## src/rtl/rom_read_arbiter.sv

```systemverilog
// rom_read_arbiter
//   Two-requester round-robin arbiter in front of a one-bit-wide combinational
//   ROM. A granted request reads LEN+1 consecutive ROM bits, starting at ADDR
//   and wrapping modulo 2**AW. The bits are packed LSB-first into RDATA, which
//   is returned to the owner with a VALID/READY handshake.
//
// Ports
//   CLK, RESETN          clock; asynchronous active-low reset
//   A_/B_VALID, _READY   request handshake (READY only in IDLE, only to grantee)
//   A_/B_ADDR, _LEN      burst start address and length minus one
//   A_/B_RVALID, _RREADY response handshake for the owning requester
//   RDATA                shared response word, qualified by x_RVALID
//   ROM_ADDR, ROM_DATA   registered ROM address / combinational ROM bit
module rom_read_arbiter #(
  parameter int AW = 7,
  parameter int LW = 4
) (
  input  logic             CLK,
  input  logic             RESETN,
  input  logic             A_VALID,
  output logic             A_READY,
  input  logic [AW-1:0]    A_ADDR,
  input  logic [LW-1:0]    A_LEN,
  output logic             A_RVALID,
  input  logic             A_RREADY,
  input  logic             B_VALID,
  output logic             B_READY,
  input  logic [AW-1:0]    B_ADDR,
  input  logic [LW-1:0]    B_LEN,
  output logic             B_RVALID,
  input  logic             B_RREADY,
  output logic [2**LW-1:0] RDATA,
  output logic [AW-1:0]    ROM_ADDR,
  input  logic             ROM_DATA
);

  localparam int DW = 2**LW;
  localparam logic [AW-1:0] ADDR_ONE = AW'(1);
  localparam logic [LW-1:0] LEN_ONE  = LW'(1);

  typedef enum logic [1:0] {
    IDLE = 2'd0,
    READ = 2'd1,
    RESP = 2'd2
  } state_t;

  state_t          state_q, state_d;
  logic [AW-1:0]   rom_addr_q, rom_addr_d;
  logic [LW-1:0]   count_q, count_d;
  logic [LW-1:0]   idx_q, idx_d;      // RDATA bit written by the next sample
  logic [DW-1:0]   rdata_q, rdata_d;
  logic            owner_q, owner_d;  // 0 = A, 1 = B
  logic            prio_q, prio_d;    // requester winning a tie: 0 = A, 1 = B

  logic grant_a, grant_b, accept, rsp_hs;

  // Grant is decided from the live VALIDs; READY is masked by reset so nothing
  // can be accepted while RESETN is low.
  assign grant_a = A_VALID && (!B_VALID || !prio_q);
  assign grant_b = B_VALID && (!A_VALID ||  prio_q);
  assign accept  = (state_q == IDLE) && (grant_a || grant_b);
  assign rsp_hs  = (state_q == RESP) && (owner_q ? B_RREADY : A_RREADY);

  assign A_READY  = RESETN && (state_q == IDLE) && grant_a;
  assign B_READY  = RESETN && (state_q == IDLE) && grant_b;
  assign A_RVALID = (state_q == RESP) && !owner_q;
  assign B_RVALID = (state_q == RESP) &&  owner_q;
  assign RDATA    = rdata_q;
  assign ROM_ADDR = rom_addr_q;

  always_comb begin
    // NOTE: every variable gets a default first so no path leaves it unassigned
    // (which would infer a latch); branches below only override.
    state_d    = state_q;
    rom_addr_d = rom_addr_q;
    count_d    = count_q;
    idx_d      = idx_q;
    rdata_d    = rdata_q;
    owner_d    = owner_q;
    prio_d     = prio_q;

    unique case (state_q)
      IDLE: begin
        if (accept) begin
          // ADDR/LEN are captured here; later input changes cannot affect
          // the burst.
          rom_addr_d = grant_a ? A_ADDR : B_ADDR;
          count_d    = grant_a ? A_LEN  : B_LEN;
          owner_d    = grant_b;
          idx_d      = '0;
          rdata_d    = '0;
          state_d    = READ;
        end
      end
      READ: begin
        rdata_d[idx_q] = ROM_DATA;
        rom_addr_d     = rom_addr_q + ADDR_ONE;  // wraps naturally mod 2**AW
        idx_d          = idx_q + LEN_ONE;
        if (count_q == '0) begin
          state_d = RESP;
        end else begin
          count_d = count_q - LEN_ONE;
        end
      end
      RESP: begin
        if (rsp_hs) begin
          prio_d  = ~prio_q;
          state_d = IDLE;
        end
      end
      default: state_d = IDLE;
    endcase
  end

  // NOTE: sequential state uses non-blocking assignments only, so every flop
  // samples the pre-edge value of every other flop.
  always_ff @(posedge CLK or negedge RESETN) begin
    if (!RESETN) begin
      state_q    <= IDLE;
      rom_addr_q <= '0;
      count_q    <= '0;
      idx_q      <= '0;
      rdata_q    <= '0;
      owner_q    <= 1'b0;
      prio_q     <= 1'b0;
    end else begin
      state_q    <= state_d;
      rom_addr_q <= rom_addr_d;
      count_q    <= count_d;
      idx_q      <= idx_d;
      rdata_q    <= rdata_d;
      owner_q    <= owner_d;
      prio_q     <= prio_d;
    end
  end

endmodule

```

## config.mk

```make
export PLATFORM = sky130hd
export DESIGN_NAME = rom_read_arbiter
export DESIGN_NICKNAME = d
export VERILOG_FILES = /design/src/rtl/rom_read_arbiter.sv
export SDC_FILE = /design/constraint.sdc
export NUM_CORES = 1
export LEC_CHECK = 0
export ABC_AREA = 1
export BUFFER_PORTS_ARGS = -buffer_cell sky130_fd_sc_hd__buf_4
export CORE_MARGIN = 2
export CORE_UTILIZATION = 40
export CTS_CLUSTER_SIZE = 30
export DETAILED_ROUTE_END_ITERATION = 10
export GPL_TIMING_DRIVEN = 0
export HOLD_SLACK_MARGIN = 0.15
export REMOVE_ABC_BUFFERS = 1
export SYNTH_ARGS = -nofsm -noshare
export SYNTH_HDL_FRONTEND = slang
export SYNTH_SLANG_ARGS = --single-unit
export TNS_END_PERCENT = 100
```

## constraint.sdc

```tcl
create_clock -name CLK -period 2.9 [get_ports CLK]
set_clock_uncertainty 0.15 [all_clocks]
set_input_delay 0.58 -clock CLK [delete_from_list [all_inputs] [get_ports CLK]]
set_output_delay 0.58 -clock CLK [all_outputs]
set_load 0.02 [all_outputs]
```

==> metrics.md <==
| Metric | Value |
|---|---|
| Share of flip-flops with an asynchronous set or reset | between 90% and 100% |
| Die footprint | 5990 um2 |
| Pwr dens | about 1100 nW/um2 |
| Status | complete, no violations |
| Post-Place Worst Slack | 0.640 ns |
| Worst hold slack | 0.341 ns |
| Data required time of the worst path | 2.17 ns |
| Count of cell types in the netlist | 28 |
| Vias in the first global route | 1962 |
| Vias per inst | between 5 and 6 |
| Die Ht | 77.4 um |
| Final setup TNS | 0 ns |
| Fin area | about 2700 um2 |
| Synth Warn # | 0 |
| Synth Flop Type | dfrtp_1 |
| Placed Area | approximately 2600 um2 |
| Top Ports | 56 |
| Worst Hold Class | register to register |
| Antenna violations before repair | 0 |
| Startpoint types | input port |
| Max Fanout on Critical Path | 36 |
| Synth Register Bits | 35 |
| Final setup viols | 0 |
| Max-cap violations | 0 |
| First-pass GRT wire length | ~9000 um |
| Total congestion overflow | 0 |
| Number of synthesized flops with an enable pin | 0 |
| Max-slew violation count | 0 |
| Seq/Total Area, Yosys | 40.7% |
| Num CTS Buffers | 5 |
| CTS tree | built |
| Final core utilization | 51.7% |
| Gr usage total | a little under a fifth |
| Relative slew slack | 70.3% |
| Area of the multi-input gates | 1060 um2 |
| CTS clk-pin slew, worst paths | 0.07 ns |
| Most common cell after layout, fill and taps aside | nand2_1 |
| Post-Route WL | 5380 um |
| Cells after synthesis | a little under 300 |
| Final routed DRC violation total | 0 |
| Syn avg cell area | 7.35 um2 |
| RSZ-0062 raised after global routing | false |
| Reg area | 876 um2 |
| F_max | 374 MHz |
| Crit path kind | input port to output port |
| Crit path arrival time | 1.95 ns |
| Largest cells by area after synthesis | dfrtp_1 41%, nand2_1 13%, nand3_1 8.8%, o21ai_0 7.2%, inv_1 5.6% |
| Antenna-violating nets left | 0 |
| Root Buffer | clkbuf_8 |
| Pin count of the biggest net entering global routing | 37 |
| Post-CTS setup buffer count | 0 |
| Clock sink count | 35 |
| Dpl hpwl | 3690 um |
| Lkg Pwr | 1.36 nW |
| Clock Tree Buf Depth | 2 |
| Final cycle utilization of the critical path | 92.3% |
| Final WS setup | approximately 0.22 ns |
| FP Rows | 26 |
| Final Net Count | 381 |
| Total power | 2.87 mW |
| Fin crit period | 2.68 ns |
| GPL Wtd Cong | 0.834 |
| Initial DRC count | 90 |
| CP endpoint kind | output port |
| Initial Util | 41.9% |
| Placed cells | 407 |
| Final Hold Fails | 0 |
| TritonRoute pass-1 iters | 4 |
| Worst-Skew Late Latency | between 0.2 and 0.3 ns |
| Drt wl/cell | 13.0 um |
| Layout area overhead | 23.3% |
| Total number of vias | 2082 |
| Area leader, netlist | dfrtp_1 |
| Port Buffers | 55 |
| Area share of the largest cell type after synthesis | approximately 41% |
| Worst-Margin Slew | 0.444 ns |
| Layout cells sized above 1 | 19.8% |
| CORE AREA | 5140 um2 |
| Post-Layout Cell Count | ~410 |
| Peak supply drop | 478 uV |
| Die width | between 70 and 80 um |
| Fillers | approximately 540 |
| H-tree depth | 2 |
| Antenna cells | 0 |
| Syn Std Cell Area | 2150 um2 |
| Commonest non-fill, non-tap cells in the layout | 76 x nand2_1, 54 x buf_4, 38 x nand3_1, 35 x dfrtp_1, 32 x inv_1 |
cells in the mapped netlist (2+ instances only):
master	n
nor2_1	20
xnor2_1	3
o21ai_1	7
ha_1	7
a21oi_1	8
o31ai_1	2
nand3b_1	2
nand2_1	76
buf_2	2
dfrtp_1	35
o22ai_1	3
clkbuf_1	3
nand4_1	5
buf_6	5
nand3_1	38
o21ai_0	31
nand2_4	3
nand2_2	2
inv_1	32
worst max-delay path: stages:
cell and delay (ns):
dlygate4sd3_1 0.56, buf_6 0.32, inv_1 0.10, nor3_1 0.20, buf_4 0.17
area by class of cell:
class                           count  share of cell area [%]
Multi-Input combinational cell    213                    40.0
Timing Repair Buffer               56                    16.1
Sequential cell                    35                    33.0
Inverter                           34                    4.90
Clock buffer                        6                    2.73
Tap cell                           70                    3.30
cells by family after synthesis:
family,after synthesis,share of synthesized area [%]
XOR/XNOR,4,1.63
flip-flops,35,40.7
AND/OR/NAND/NOR,149,30.7
adder cells (fa/ha/maj),7,4.07
buffers and inverters,45,9.99
AO/OA/AOI/OAI,53,13.0
registers in the layout, indices dropped and copies added (netlist names):
name / count
state_q: 2
prio_q: 1
count_q: 4
owner_q: 1
idx_q: 4
RDATA: 16
ROM_ADDR: 7
metal layers:
layer / up-vias / global-route usage (%) / part of all wire (%)
met3: 5 / 4.07 / 4.5
met5: - / 0 / 0
li1: 1055 / - / -
met2: 56 / 32.2 / 48
met1: 966 / 24.7 / 46
met4: 0 / 4.82 / 1.1
path summary, 6_finish.rpt:
path                                        startpoint                       to  slack [ns]  depth (start not counted)
max in group asynchronous                       RESETN  ROM_ADDR[6]$_DFFE_PN0P_        1.70                          2
worst max-delay path                            RESETN                  A_READY        0.22                          5
worst max register to register  state_q[0]$_DFFE_PN0P_     RDATA[3]$_DFFE_PN0P_        1.07                          5
worst min register to register    RDATA[8]$_DFFE_PN0P_     RDATA[8]$_DFFE_PN0P_        0.34                          2
worst min-delay path              RDATA[8]$_DFFE_PN0P_     RDATA[8]$_DFFE_PN0P_        0.34                          2
min in group asynchronous                       RESETN  ROM_ADDR[5]$_DFFE_PN0P_        0.63                          2
where the power goes:
| group | switching [mW] | internal [mW] | total, mW |
|---|---|---|---|
| logic | 1.08 | 0.590 | 1.67 |
| clock network | 0.167 | 0.160 | 0.327 |
| registers | 0.185 | 0.693 | 0.877 |
| total | 1.43 | 1.44 | 2.87 |
what timing repair did:
item | in CTS | in global routing
hold buffers | 1 | 0
hold endpoints to repair | 35 | 0
gates resized for setup | 0 | 1
endpoints found under the setup margin | 0 | 1
No activity file was read; power rests on OpenSTA's default activity.
